<file path="src/rtl/hazard_scoreboard.sv">
// hazard_scoreboard: in-flight write tracker with stall and forwarding-slot select.
// Optional stall statistics counters: define HAZARD_SCOREBOARD_STATS_EN.
module hazard_scoreboard #(
    parameter int REG_COUNT = 32,
    parameter int STAGES    = 3,
    parameter int ID_W      = $clog2(REG_COUNT),
    parameter int ST_W      = $clog2(STAGES + 1)
) (
    input  logic            clock,
    input  logic            reset_n,
    input  logic            issue_valid,
    input  logic            read1_need,
    input  logic [ID_W-1:0] read1_id,
    input  logic [ST_W-1:0] read1_stage,
    input  logic            read2_need,
    input  logic [ID_W-1:0] read2_id,
    input  logic [ST_W-1:0] read2_stage,
    input  logic            write_en,
    input  logic [ID_W-1:0] write_id,
    input  logic [ST_W-1:0] write_avail,
    input  logic            kill,
    output logic            stall,
    output logic [ST_W-1:0] fwd1_slot,
    output logic [ST_W-1:0] fwd2_slot
`ifdef HAZARD_SCOREBOARD_STATS_EN
    ,
    output logic [31:0]     stall_cycles,
    output logic [31:0]     load_use_events
`endif
);

    // Highest slot index, widened so k + stage never wraps.
    localparam logic [ST_W:0] LAST = (ST_W + 1)'(STAGES);

    // Slot 1 is the instruction now in EX, slot STAGES the one in WB.
    logic            slot_v  [1:STAGES];
    logic [ID_W-1:0] slot_id [1:STAGES];
    logic [ST_W-1:0] slot_av [1:STAGES];

    logic [ST_W:0] res1;
    logic [ST_W:0] res2;
    logic          hazard1;
    logic          hazard2;
    logic          enter;

    // Returns {hazard, fwd_slot} for one source operand.
    // The youngest matching writer (smallest slot index) wins.
    function automatic logic [ST_W:0] resolve(
        input logic            need,
        input logic [ID_W-1:0] id,
        input logic [ST_W-1:0] stage
    );
        logic            hit;
        logic [ST_W-1:0] av;
        logic [ST_W:0]   pos;
        logic [ST_W:0]   at;
        hit     = 1'b0;
        av      = '0;
        pos     = '0;
        resolve = '0;
        for (int k = STAGES; k >= 1; k--) begin
            if (slot_v[k] && slot_id[k] == id) begin
                hit = 1'b1;
                av  = slot_av[k];
                pos = (ST_W + 1)'(k);
            end
        end
        // Slot the writer will occupy when this source is consumed.
        at = pos + {1'b0, stage};
        if (need && id != '0 && hit) begin
            if ({1'b0, av} >= at) begin
                resolve = {1'b1, {ST_W{1'b0}}};
            end else if (at <= LAST) begin
                resolve = {1'b0, at[ST_W-1:0]};
            end
        end
    endfunction

    // Per-source hit search against the current slot contents.
    always_comb begin
        res1 = resolve(issue_valid & read1_need, read1_id, read1_stage);
        res2 = resolve(issue_valid & read2_need, read2_id, read2_stage);
    end

    assign hazard1   = res1[ST_W];
    assign hazard2   = res2[ST_W];
    assign fwd1_slot = res1[ST_W-1:0];
    assign fwd2_slot = res2[ST_W-1:0];

    // A killed instruction never waits; it is discarded anyway.
    assign stall = (hazard1 | hazard2) & ~kill;

    // Stalled or killed issues enter the scoreboard as bubbles.
    assign enter = issue_valid & write_en & (write_id != '0)
                 & ~stall & ~kill;

    // Valid bits: cleared on reset, otherwise shift one slot per cycle.
    always_ff @(posedge clock) begin
        if (!reset_n) begin
            for (int k = 1; k <= STAGES; k++) begin
                slot_v[k] <= 1'b0;
            end
        end else begin
            slot_v[1] <= enter;
            for (int k = 2; k <= STAGES; k++) begin
                slot_v[k] <= slot_v[k-1];
            end
        end
    end

    // Payload shifts unconditionally; it is ignored whenever valid is low.
    always_ff @(posedge clock) begin
        slot_id[1] <= write_id;
        slot_av[1] <= write_avail;
        for (int k = 2; k <= STAGES; k++) begin
            slot_id[k] <= slot_id[k-1];
            slot_av[k] <= slot_av[k-1];
        end
    end

    // Out-of-range stage, availability or register ids are illegal inputs.
    always_ff @(posedge clock) begin
        if (reset_n && issue_valid) begin
            if (read1_need) begin
                assert (int'(read1_stage) <= STAGES)
                    else $error("hazard_scoreboard: read1_stage out of range");
                assert (int'(read1_id) < REG_COUNT)
                    else $error("hazard_scoreboard: read1_id out of range");
            end
            if (read2_need) begin
                assert (int'(read2_stage) <= STAGES)
                    else $error("hazard_scoreboard: read2_stage out of range");
                assert (int'(read2_id) < REG_COUNT)
                    else $error("hazard_scoreboard: read2_id out of range");
            end
            if (write_en) begin
                assert (int'(write_avail) <= STAGES)
                    else $error("hazard_scoreboard: write_avail out of range");
                assert (int'(write_id) < REG_COUNT)
                    else $error("hazard_scoreboard: write_id out of range");
            end
        end
    end

`ifdef HAZARD_SCOREBOARD_STATS_EN
    logic stall_q;

    // Saturating stall-cycle and stall-episode counters.
    always_ff @(posedge clock) begin
        if (!reset_n) begin
            stall_q         <= 1'b0;
            stall_cycles    <= '0;
            load_use_events <= '0;
        end else begin
            stall_q <= stall;
            if (stall && stall_cycles != '1) begin
                stall_cycles <= stall_cycles + 32'd1;
            end
            if (stall && !stall_q && load_use_events != '1) begin
                load_use_events <= load_use_events + 32'd1;
            end
        end
    end
`endif

endmodule

</file>
<file path="config.mk">
export PLATFORM = sky130hd
export DESIGN_NAME = hazard_scoreboard
export DESIGN_NICKNAME = d
export VERILOG_FILES = /design/src/rtl/hazard_scoreboard.sv
export SDC_FILE = /design/constraint.sdc
export NUM_CORES = 1
export LEC_CHECK = 0
export ABC_AREA = 1
export CAP_MARGIN = 10
export CORE_MARGIN = 1
export CORE_UTILIZATION = 40
export DETAILED_ROUTE_END_ITERATION = 8
export HOLD_SLACK_MARGIN = 0.08
export PLACE_DENSITY = 0.71
export SETUP_SLACK_MARGIN = 0.1
export SKIP_LAST_GASP = 1
export SLEW_MARGIN = 10
export SYNTH_ARGS = -nofsm -noshare
export SYNTH_HDL_FRONTEND = slang
export SYNTH_SLANG_ARGS = --single-unit
</file>
<file path="constraint.sdc">
create_clock -name clock -period 2.85 [get_ports clock]
set_input_delay 0.285 -clock clock [delete_from_list [all_inputs] [get_ports clock]]
set_output_delay 0.285 -clock clock [all_outputs]
set_load 0.01 [all_outputs]
</file>
==> results of run 1 <==
==> cells by family (layout without fill, tap and decap cells) <==
logic type | Yosys count | after routing | share of synthesized area, %
simple gates | 139 | 139 | 42.1
flops | 24 | 24 | 30.0
xor+xnor | 3 | 3 | 1.64
compound gates | 25 | 25 | 10.4
buf+inv | 44 | 125 | 10.3
fa+ha+maj | 6 | 6 | 5.62
==> metrics by stage <==
step                      setup WS, ns  std cells  area, um2  power (W)
final                          -0.0899        370       2460   0.000865
after global placement          -0.776        358       2260   0.000553
after global routing            -0.296        370       2460   0.000904
after CTS                      -0.0683        368       2420   0.000863
after detailed placement        -0.831        358       2260   0.000555
after floorplan                  0.343        241       1600   0.000454
==> layout by cell type, fill, tap and decap left out, types with 4 or more instances in the layout <==
cell type,n
sky130_fd_sc_hd__buf_2,5
sky130_fd_sc_hd__nor2_2,4
sky130_fd_sc_hd__dfxtp_1,14
sky130_fd_sc_hd__nand2_2,15
sky130_fd_sc_hd__o21ai_1,4
sky130_fd_sc_hd__nand3_1,12
sky130_fd_sc_hd__nor2_1,17
sky130_fd_sc_hd__nand2_1,66
sky130_fd_sc_hd__nand3_2,6
sky130_fd_sc_hd__inv_1,28
sky130_fd_sc_hd__o21ai_0,5
sky130_fd_sc_hd__inv_2,15
sky130_fd_sc_hd__buf_4,44
sky130_fd_sc_hd__nor2_4,4
sky130_fd_sc_hd__dfxtp_2,9
sky130_fd_sc_hd__clkdlybuf4s50_1,17
sky130_fd_sc_hd__nand4_1,7
sky130_fd_sc_hd__dlygate4sd2_1,8
==> worst max-delay path, stage by stage (launching register included) <==
cell and delay, ns:
sky130_fd_sc_hd__dfxtp_2 0.35, sky130_fd_sc_hd__inv_1 0.08, sky130_fd_sc_hd__nand2_1 0.05, sky130_fd_sc_hd__nand2_1 0.09, sky130_fd_sc_hd__nand3_2 0.11, sky130_fd_sc_hd__nor2_4 0.13, sky130_fd_sc_hd__nand2_2 0.08, sky130_fd_sc_hd__o21ai_2 0.12
sky130_fd_sc_hd__ha_2 0.17, sky130_fd_sc_hd__inv_1 0.04, sky130_fd_sc_hd__fa_1 0.54, sky130_fd_sc_hd__nand2_1 0.07, sky130_fd_sc_hd__o21a_1 0.11, sky130_fd_sc_hd__nand2_2 0.09, sky130_fd_sc_hd__nand3_2 0.09, sky130_fd_sc_hd__a21oi_2 0.13
sky130_fd_sc_hd__buf_2 0.13
==> final cells by class <==
type,instances,area [um2]
multi-input cells,173,1040
repair buffers,77,627
inverters,44,165
flip-flops and latches,24,495
fillers,344,1290
clock inverters,1,30.0
well taps,48,60.1
clock buffers,3,41.3
==> worst max path at each step <==
stage | slack, ns | endpoint | from | cells past startpoint
floorplan | 0.34 | fwd1_slot[1] | slot_id[0][14] | 11
global placement | -0.78 | stall | read1_id[4] | 16
detailed placement | -0.83 | fwd1_slot[1] | read1_id[4] | 14
CTS | -0.07 | stall | slot_id[0][19] | 16
global route | -0.30 | fwd2_slot[1] | slot_id[0][19] | 18
finish | -0.09 | stall | slot_id[0][19] | 16
==> report_power, final <==
group	switching (W)	total [W]	internal (W)
sequential	0.0000155	0.000369	0.000353
combinational	0.0000956	0.000194	0.0000987
clock	0.000114	0.000302	0.000188
==> routing by layer <==
| layer | up-vias | share of wire, % | global-route usage (%) |
|---|---|---|---|
| li1 | 924 | - | - |
| met2 | 33 | 50 | 38.8 |
| met3 | 5 | 3.6 | 2.26 |
| met5 | - | 0 | 0 |
| met1 | 810 | 46 | 27.5 |
| met4 | 0 | 0.67 | 4.08 |
==> flip-flops by register name, summed over array words and instances, names as in the netlist <==
register	flops
slot_id	15
slot_v	3
slot_av	6
==> timing repair <==
action,4_1_cts,5_1_grt
pin swaps,14,16
cloned,0,0
setup endpoints to repair,5,5
resized for setup,64,11
buffers inserted,6,2
==> results.sh, run 1 <==
export IMPL_final_layout_size_suffix_gt1_share_pct=38.8
export IMPL_antenna_diode_count=0
export IMPL_ant_nets=0
export IMPL_yosys_top_cell_area_share_pct=30.0
export IMPL_timing_slew_headroom_pct=81.6
export IMPL_synth_most_common_cell="sky130_fd_sc_hd__nand2_1"
export IMPL_postSynth_topFlopCell="sky130_fd_sc_hd__dfxtp_1"
export IMPL_utilization_pct=65.6
export IMPL_avg_vias_per_cell=4.79
export IMPL_path_class="register to primary output"
export IMPL_synth_cells_most_frequent="sky130_fd_sc_hd__nand2_1 (76), sky130_fd_sc_hd__inv_1 (32), sky130_fd_sc_hd__dfxtp_1 (24)"
export IMPL_min_delay_path_class="register to register"
export IMPL_whs_endpoint="slot_av[0][5]"
export IMPL_htreeDepth=1
export IMPL_run_status="finished, violations left"
export IMPL_holdWs_ns=0.356
export IMPL_violated_checks="setup timing"
export IMPL_clock_insertion_delay_worst_skew_ns=0.27
export IMPL_hold_violations=0
export IMPL_max_freq_mhz=340
export IMPL_maxCapViolCount=0
export IMPL_detailedPlacementHpwl_um=3310
export IMPL_leakage_power_nw=1.25
export IMPL_cts_buffer_depth=2
export IMPL_synth_yosys_seq_area_share_pct=30.0
export IMPL_post_drt_wl_per_cell_um=11.6
export IMPL_chipHeight_um=65.3
export IMPL_setup_worst_path_start_class="register"
export IMPL_rr_endpoint="slot_v[0][1]"
export IMPL_drt_iter0_markers=72
export IMPL_arrival_ns=2.65
export IMPL_post_synth_cell_area_avg_um2=6.65
export IMPL_globalRouteTotalUtil_pct=21.5
export IMPL_die_area_mm2=0.00426
export IMPL_setup_worst_path_end_class="primary output"
export IMPL_grt_start_max_net_pins=15
export IMPL_core_rowCount=22
export IMPL_worst_path_max_fanout=3
export IMPL_clock_skew_final_ns=0.00793
export IMPL_detail_route_drc_violations=0
export IMPL_max_slew_worst_pin_slew_ns=0.273
export IMPL_global_route_overflow_total=0
export IMPL_yosysUniqueCellTypes=32
export IMPL_clkTransAtPathRegs_ns=0.09
export IMPL_dr_pass1_iters=4
export IMPL_floorplan_initialDensity_pct=42.8
export IMPL_cts_buffers=3
export IMPL_vias_in_the_first_global_route=1627
export IMPL_yosysWarningCount=0
export IMPL_worst_r2r_cell_count=16
export IMPL_ctsHoldBuffers=0
export IMPL_ys_ff_latch=24
export IMPL_syn_num_nets=275
export IMPL_critical_path_required_ns=2.57
export IMPL_clock_tree_root_cell="sky130_fd_sc_hd__clkbuf_8"
export IMPL_io_buffer_count=32
export IMPL_top_level_ports=33
export IMPL_vdd_drop_max_mv=0.308
export IMPL_synth_async_reset_ratio_pct=0
export IMPL_layout_worst_path_cycle_share_pct=103
export IMPL_endpoints_failing_setup=4
export IMPL_grt_pass1_wl_um=7070
export IMPL_synthesis_area_mm2=0.00160
export IMPL_final_min_clock_period_ns=2.94
export IMPL_routed_via_count=1772
export IMPL_maxSlewViolCount=0
export IMPL_areaGrowthSynthToFinish_pct=53.3
export IMPL_power_density_cell_area_mw_per_mm2=352
export IMPL_synth_edff_count=0
export IMPL_regToRegStartpoint="slot_id[0][19]"
export IMPL_number_of_stages_on_the_worst_hold_path=0
export IMPL_grt_antenna_before_repair=0
export IMPL_postSynthCellCount=241
export IMPL_gp_routability_congestion=0.898
export IMPL_clkSinkCount=24
export IMPL_synth_top_cells_by_area="sky130_fd_sc_hd__dfxtp_1 (30%), sky130_fd_sc_hd__nand2_1 (18%), sky130_fd_sc_hd__inv_1 (7.5%), sky130_fd_sc_hd__nor2_1 (4.7%), sky130_fd_sc_hd__nand3_1 (4.4%)"
export IMPL_nets=357
export IMPL_setup_ws_ns=-0.0899
export IMPL_overall_routed_net_length_um=4300
export IMPL_grt_setup_unrepaired="true"
export IMPL_min_from="slot_av[0][3]"
export IMPL_synth_top_cell_by_area="sky130_fd_sc_hd__dfxtp_1"
export IMPL_core_mm2=0.00374
export IMPL_setup_reg_to_reg_worst_slack_ns=0.49
export IMPL_die_width_um=65.3
export IMPL_tritoncts="yes"
export IMPL_finalSetupTns_ns=-0.233
No activity file was read; power rests on OpenSTA's default activity.
==> run 2: changes to the inputs <==
--- a/config.mk
+++ b/config.mk
@@ -5,13 +5,13 @@
 export SDC_FILE = /design/constraint.sdc
 export NUM_CORES = 1
 export LEC_CHECK = 0
-export ABC_AREA = 1
+export ABC_AREA = 0
 export CAP_MARGIN = 10
 export CORE_MARGIN = 1
 export CORE_UTILIZATION = 40
 export DETAILED_ROUTE_END_ITERATION = 8
 export HOLD_SLACK_MARGIN = 0.08
-export PLACE_DENSITY = 0.71
+export PLACE_DENSITY = 0.73
 export SETUP_SLACK_MARGIN = 0.1
 export SKIP_LAST_GASP = 1
 export SLEW_MARGIN = 10
==> run 2 against run 1 <==
Effect of this change:
- global-route usage increased by 2.9 points
- area after synthesis decreased by 20%
- count of clock-buffer cells in the layout unchanged
- largest power group unchanged
- highest routed layer unchanged
- critical endpoint unchanged
- via count decreased by 24%
- sequential power about the same
- sequential cell count unchanged
- the flow still finishes with violations (setup timing)
- core utilization increased by 5.1 points
==> results.sh, run 2 <==
export IMPL_run_status="finished, violations left"
export IMPL_violated_checks="setup timing"
export IMPL_postSynthCellCount=139
export IMPL_top_level_ports=33
export IMPL_floorplan_initialDensity_pct=42.3
export IMPL_global_route_overflow_total=0
export IMPL_overall_routed_net_length_um=4130
export IMPL_synth_fa_ha_area_share_pct=6.98
export IMPL_vias_in_the_first_global_route=1363
export IMPL_hold_violations=0
export IMPL_synth_cells_most_frequent="sky130_fd_sc_hd__dfxtp_1 (24), sky130_fd_sc_hd__xor2_1 (20), sky130_fd_sc_hd__xnor2_1 (10)"
export IMPL_endpoints_failing_setup=5
export IMPL_max_freq_mhz=308
export IMPL_grt_pass1_wl_um=6130
export IMPL_htreeDepth=1
export IMPL_gp_routability_congestion=0.883
export IMPL_multiInputGateArea_um2=947
export IMPL_top_regs="slot_id x15, slot_av x6, slot_v x3"
export IMPL_synth_top_cell_by_area="sky130_fd_sc_hd__dfxtp_1"
export IMPL_power_density_cell_area_mw_per_mm2=365
export IMPL_min_delay_path_class="register to register"
export IMPL_syn_num_nets=173
export IMPL_grt_start_max_net_pins=15
export IMPL_dr_pass1_iters=4
export IMPL_leakage_power_nw=0.904
export IMPL_tritoncts="yes"
export IMPL_clkSinkCount=24
export IMPL_finalSetupTns_ns=-1.45
export IMPL_io_buffer_count=32
export IMPL_yosysUniqueCellTypes=37
export IMPL_synth_most_common_cell="sky130_fd_sc_hd__dfxtp_1"
export IMPL_maxCapViolCount=0
export IMPL_max_flop_register="slot_id"
export IMPL_place_detailed_instances=245
export IMPL_synth_xor_area_share_pct=20.4
export IMPL_layout_worst_path_cycle_share_pct=114
export IMPL_detailedPlacementHpwl_um=2840
export IMPL_routed_via_count=1342
export IMPL_maxSlewViolCount=0
export IMPL_synth_edff_count=0
export IMPL_clock_insertion_delay_worst_skew_ns=0.32
export IMPL_die_area_mm2=0.00346
export IMPL_max_slew_worst_pin_slew_ns=0.480
export IMPL_post_drt_wl_per_cell_um=15.9
export IMPL_vdd_drop_max_mv=0.278
export IMPL_core_mm2=0.00305
export IMPL_setup_ws_ns=-0.393
export IMPL_synth_async_reset_ratio_pct=0
export IMPL_num_fill_cells=248
export IMPL_arrival_ns=2.96
export IMPL_seqCellArea_um2=487
export IMPL_synth_yosys_seq_area_share_pct=37.2
export IMPL_synth_top_family_by_area="simple AND/OR/NAND/NOR gates"
export IMPL_synth_mux_area_share_pct=0
export IMPL_grt_antenna_before_repair=0
export IMPL_complex_gate_fraction_of_the_synthesized_area_pct=11.1
export IMPL_globalRouteTotalUtil_pct=24.4
export IMPL_worst_path_max_fanout=3
export IMPL_cts_buffer_depth=2
export IMPL_largest_reg_flops=15
export IMPL_avg_vias_per_cell=5.18
export IMPL_drt_iter0_markers=65
export IMPL_grt_setup_unrepaired="true"
export IMPL_synth_top_cells_by_area="sky130_fd_sc_hd__dfxtp_1 (37%), sky130_fd_sc_hd__xor2_1 (14%), sky130_fd_sc_hd__xnor2_1 (6.8%), sky130_fd_sc_hd__ha_1 (3.9%), sky130_fd_sc_hd__nor3_1 (3.5%)"
export IMPL_ctsHoldBuffers=0
export IMPL_chipHeight_um=58.8
export IMPL_areaGrowthSynthToFinish_pct=67.4
export IMPL_yosys_top_cell_area_share_pct=37.2
export IMPL_utilization_pct=70.7
export IMPL_die_width_um=58.8
export IMPL_clock_skew_final_ns=0.0103
export IMPL_setup_worst_path_end_class="primary output"
export IMPL_ant_nets=0
export IMPL_postSynth_topFlopCell="sky130_fd_sc_hd__dfxtp_1"
export IMPL_path_class="register to primary output"
export IMPL_cts_buffers=3
export IMPL_yosysWarningCount=0
export IMPL_synth_area_in_simple_gates_pct=22.3
export IMPL_timing_slew_headroom_pct=67.7
export IMPL_post_synth_cell_area_avg_um2=9.28
export IMPL_critical_path_required_ns=2.57
export IMPL_nets=250
export IMPL_final_layout_size_suffix_gt1_share_pct=40.9
export IMPL_setup_worst_path_start_class="register"
export IMPL_clkTransAtPathRegs_ns=0.14
export IMPL_detail_route_drc_violations=0
export IMPL_most_common_layout_cells="sky130_fd_sc_hd__buf_4 (38), sky130_fd_sc_hd__xor2_1 (20), sky130_fd_sc_hd__dfxtp_1 (19)"
export IMPL_antenna_diode_count=0
export IMPL_final_min_clock_period_ns=3.24
export IMPL_synthesis_area_mm2=0.00129
export IMPL_clock_tree_root_cell="sky130_fd_sc_hd__clkbuf_4"
export IMPL_layout_commonest_cell="sky130_fd_sc_hd__buf_4"
export IMPL_ys_ff_latch=24
export IMPL_instances_no_fill=259
export IMPL_core_rowCount=20
## run 2: changes by cell type after synthesis, sizes merged, moves of 3 or more
cell   before  now
and2        0    3
and3        0    4
inv        43    7
nand2      82    8
nand3      20    5
nand4       7    4
nor2       25    6
nor3        4   10
o21ai      11    4
xnor2       2   10
xor2        1   20
## run 2: worst paths after layout
kind,cells past startpoint,slack [ns],startpoint,to
setup / recovery,13,-0.39,slot_id[0][14],stall
hold / removal,0,0.38,slot_av[0][3],slot_av[0][5]
setup reg to reg,12,0.22,slot_id[0][14],slot_v[0][1]
hold reg to reg,0,0.38,slot_av[0][3],slot_av[0][5]
## run 2: power breakdown
part | internal (W) | switching, W
Clock | 0.000142 | 0.000106
Combinational | 0.0000967 | 0.0000745
Sequential | 0.000353 | 0.0000162
Total | 0.000592 | 0.000197
## run 2: cells by family after synthesis
group           Yosys count
compound gates           21
xor+xnor                 30
fa+ha+maj                 6
buf+inv                   7
flops                    24
simple gates             51
## run 2: area by class of cell
type | count | share of cell area, %
multi-input cells | 108 | 43.9
clock buffers | 3 | 1.04
well taps | 44 | 2.55
repair buffers | 72 | 27.4
clock inverters | 1 | 1.39
flip-flops and latches | 24 | 22.5
inverters | 7 | 1.22
## run 2: critical path: stages, from the launching register on
cell                       delay [ns]
sky130_fd_sc_hd__dfxtp_2         0.35
sky130_fd_sc_hd__xor2_1          0.16
sky130_fd_sc_hd__nor4_2          0.28
sky130_fd_sc_hd__buf_4           0.17
sky130_fd_sc_hd__and3_4          0.20
sky130_fd_sc_hd__o21ai_2         0.06
sky130_fd_sc_hd__ha_2            0.36
sky130_fd_sc_hd__ha_4            0.20
sky130_fd_sc_hd__nand2b_4        0.15
sky130_fd_sc_hd__nand2_2         0.08
sky130_fd_sc_hd__o221ai_2        0.10
sky130_fd_sc_hd__o211ai_1        0.27
sky130_fd_sc_hd__a21oi_1         0.10
sky130_fd_sc_hd__buf_2           0.14
## run 2: routing by layer
| metal | up-vias | routed length [um] | global-route usage [%] |
|---|---|---|---|
| li1 | 649 | - | - |
| met1 | 640 | 1800 | 28.4 |
| met2 | 39 | 2100 | 45.8 |
| met3 | 14 | 121 | 2.42 |
| met4 | 0 | 104 | 8.84 |
| met5 | - | 0 | 0 |
## run 2: repair_timing
item                                   4_1_cts  5_1_grt
endpoints found under the hold margin        0        0
setup endpoints to repair                    6        6
pin swaps                                   19       22
buffers inserted                             8        3
resized for setup                           48       25
## run 2: per-stage QoR
| stage | instance area (um2) | power (W) | setup WS (ns) | hold slack (ns) |
|---|---|---|---|---|
| 2_1_floorplan | 1290 | 0.000429 | 0.193 | 0.313 |
| 3_3_place_gp | 1890 | 0.000513 | -0.983 | 0.341 |
| 3_5_place_dp | 1890 | 0.000516 | -1.01 | 0.351 |
| 4_1_cts | 2030 | 0.000773 | -0.393 | 0.370 |
| 5_1_grt | 2160 | 0.000819 | -0.507 | 0.377 |
| 6_report | 2160 | 0.000789 | -0.393 | 0.379 |
==> run 3: changes to the inputs <==
--- a/config.mk
+++ b/config.mk
@@ -11,7 +11,7 @@
 export CORE_UTILIZATION = 40
 export DETAILED_ROUTE_END_ITERATION = 8
 export HOLD_SLACK_MARGIN = 0.08
-export PLACE_DENSITY = 0.73
+export PLACE_DENSITY = 0.67
 export SETUP_SLACK_MARGIN = 0.1
 export SKIP_LAST_GASP = 1
 export SLEW_MARGIN = 10
==> constraint.sdc (replaced) <==
create_clock -name clock -period 3.3 [get_ports clock]
set_input_delay 0.33 -clock clock [delete_from_list [all_inputs] [get_ports clock]]
set_output_delay 0.33 -clock clock [all_outputs]
set_load 0.01 [all_outputs]
==> run 3 against run 2 <==
Effect of this change:
- the flow now finishes without violations
- routed wire length decreased by 9.8%
- sequential share of layout area increased by 0.81 points
- clock power decreased by 15%
- setup slack improved by 0.42 ns
- combinational power decreased by 20%
- count of clock-buffer cells in the layout unchanged
- largest power group unchanged
- via count decreased by 1.8%
- non-clock buffer count decreased by 7
- clock skew increased by 0.0015 ns
- sequential cell count unchanged
==> results.sh, run 3 (synthesized netlist as in run 2, its figures left out) <==
export IMPL_io_buffer_count=32
export IMPL_setup_worst_path_end_class="primary output"
export IMPL_gp_routability_congestion=0.869
export IMPL_hold_violations=0
export IMPL_floorplan_initialDensity_pct=42.3
export IMPL_cts_buffers=3
export IMPL_ctsHoldBuffers=0
export IMPL_top_level_ports=33
export IMPL_vdd_drop_max_mv=0.210
export IMPL_most_common_layout_cells="sky130_fd_sc_hd__buf_4 (31), sky130_fd_sc_hd__xor2_1 (18), sky130_fd_sc_hd__clkdlybuf4s50_1 (17), sky130_fd_sc_hd__dfxtp_1 (17)"
export IMPL_utilization_pct=69.0
export IMPL_routed_via_count=1318
export IMPL_grt_setup_unrepaired="true"
export IMPL_max_freq_mhz=306
export IMPL_clkTransAtPathRegs_ns=0.14
export IMPL_max_flop_register="slot_id"
export IMPL_num_fill_cells=241
export IMPL_layout_commonest_cell="sky130_fd_sc_hd__buf_4"
export IMPL_power_w=0.000669
export IMPL_maxSlewViolCount=0
export IMPL_top_regs="slot_id x15, slot_av x6, slot_v x3"
export IMPL_final_min_clock_period_ns=3.27
export IMPL_globalRouteTotalUtil_pct=23.4
export IMPL_timing_slew_headroom_pct=73.5
export IMPL_clock_skew_final_ns=0.0117
export IMPL_overall_routed_net_length_um=3720
export IMPL_finalSetupTns_ns=0
export IMPL_final_layout_size_suffix_gt1_share_pct=37.0
export IMPL_antenna_diode_count=0
export IMPL_detail_route_drc_violations=0
export IMPL_grt_pass1_wl_um=5970
export IMPL_min_delay_path_class="register to register"
export IMPL_global_route_overflow_total=0
export IMPL_avg_vias_per_cell=5.23
export IMPL_max_slew_worst_pin_slew_ns=0.394
export IMPL_chipHeight_um=58.8
export IMPL_holdWs_ns=0.365
export IMPL_core_rowCount=20
export IMPL_power_density_cell_area_mw_per_mm2=317
export IMPL_detailedPlacementHpwl_um=2790
export IMPL_core_mm2=0.00305
export IMPL_setup_worst_path_start_class="register"
export IMPL_vias_in_the_first_global_route=1330
export IMPL_clkSinkCount=24
export IMPL_clock_insertion_delay_worst_skew_ns=0.32
export IMPL_path_class="register to primary output"
export IMPL_maxCapViolCount=0
export IMPL_layout_worst_path_cycle_share_pct=99.1
export IMPL_tritoncts="yes"
export IMPL_areaGrowthSynthToFinish_pct=63.2
export IMPL_cts_buffer_depth=2
export IMPL_arrival_ns=2.94
export IMPL_design_area_mm2=0.00211
export IMPL_htreeDepth=1
export IMPL_grt_start_max_net_pins=15
export IMPL_drt_iter0_markers=38
export IMPL_worst_path_max_fanout=3
export IMPL_run_status="complete, no violations"
export IMPL_clock_tree_root_cell="sky130_fd_sc_hd__clkbuf_4"
export IMPL_placement_cell_area_mm2=0.00182
export IMPL_critical_path_required_ns=2.97
export IMPL_endpoints_failing_setup=0
export IMPL_largest_reg_flops=15
export IMPL_post_drt_wl_per_cell_um=14.8
export IMPL_dr_pass1_iters=4
export IMPL_leakage_power_nw=0.873
export IMPL_nets=243
export IMPL_ant_nets=0
export IMPL_die_width_um=58.8
export IMPL_grt_antenna_before_repair=0
export IMPL_die_area_mm2=0.00346
[run 3: changes by cell type in the layout (fill, tap and decap cells not counted), sizes merged]
cell           before  now
dlymetal6s2s        0    1
clkbuf              3    4
buf                45   37
clkdlybuf4s50      18   17
[run 3: final timing paths]
kind / from / endpoint / slack [ns] / cells after the start
max: slot_id[0][12] / stall / 0.03 / 12
min: slot_av[0][3] / slot_av[0][5] / 0.37 / 0
max reg2reg: slot_id[0][12] / slot_v[0][1] / 0.69 / 11
min reg2reg: slot_av[0][3] / slot_av[0][5] / 0.37 / 0
[run 3: layer usage]
layer  wire, um  part of all wire (%)  vias to the layer above  global-route usage, %
met5          0                     0                        -                      0
met4        103                   2.8                        0                   10.5
met3        212                   5.7                       14                   3.08
met2       1830                    49                       64                   39.6
met1       1580                    42                      611                   29.5
li1           -                     -                      629                      -
[run 3: area by class of cell]
cell class / count / area (um2) / share of cell area, %
multi-input combinational: 108 / 938 / 44.6
timing repair buffer: 65 / 542 / 25.7
sequential: 24 / 492 / 23.4
tap: 44 / 55.1 / 2.61
clock inverter: 1 / 30.0 / 1.43
inverter: 7 / 26.3 / 1.25
clock buffer: 3 / 22.5 / 1.07
[run 3: metrics by stage]
| stage | cells | setup WS [ns] |
|---|---|---|
| detailed placement | 235 | -0.559 |
| global route | 252 | -0.0888 |
| finish | 252 | 0.0309 |
| CTS | 246 | 0.0673 |
| floorplan | 139 | 0.598 |
| global placement | 235 | -0.481 |
[run 3: worst max-delay path: stages (launching register included)]
cell	delay [ns]
sky130_fd_sc_hd__dfxtp_4	0.38
sky130_fd_sc_hd__xor2_2	0.15
sky130_fd_sc_hd__nor4_2	0.33
sky130_fd_sc_hd__and3_4	0.28
sky130_fd_sc_hd__o21ai_4	0.07
sky130_fd_sc_hd__ha_4	0.17
sky130_fd_sc_hd__inv_2	0.05
sky130_fd_sc_hd__fa_2	0.46
sky130_fd_sc_hd__nand2_2	0.09
sky130_fd_sc_hd__o221ai_2	0.10
sky130_fd_sc_hd__o211ai_1	0.28
sky130_fd_sc_hd__a21oi_1	0.11
sky130_fd_sc_hd__buf_2	0.14
[run 3: repair_timing]
action	4_1_cts	5_1_grt
resized for setup	47	25
pin swaps	21	22
buffers inserted	7	7
setup endpoints to repair	5	5
[run 3: power by group]
part	internal (W)	total, W	switching (W)
logic	0.0000779	0.000137	0.0000595
clock network	0.000123	0.000211	0.0000884
registers	0.000305	0.000320	0.0000152
total	0.000506	0.000669	0.000163
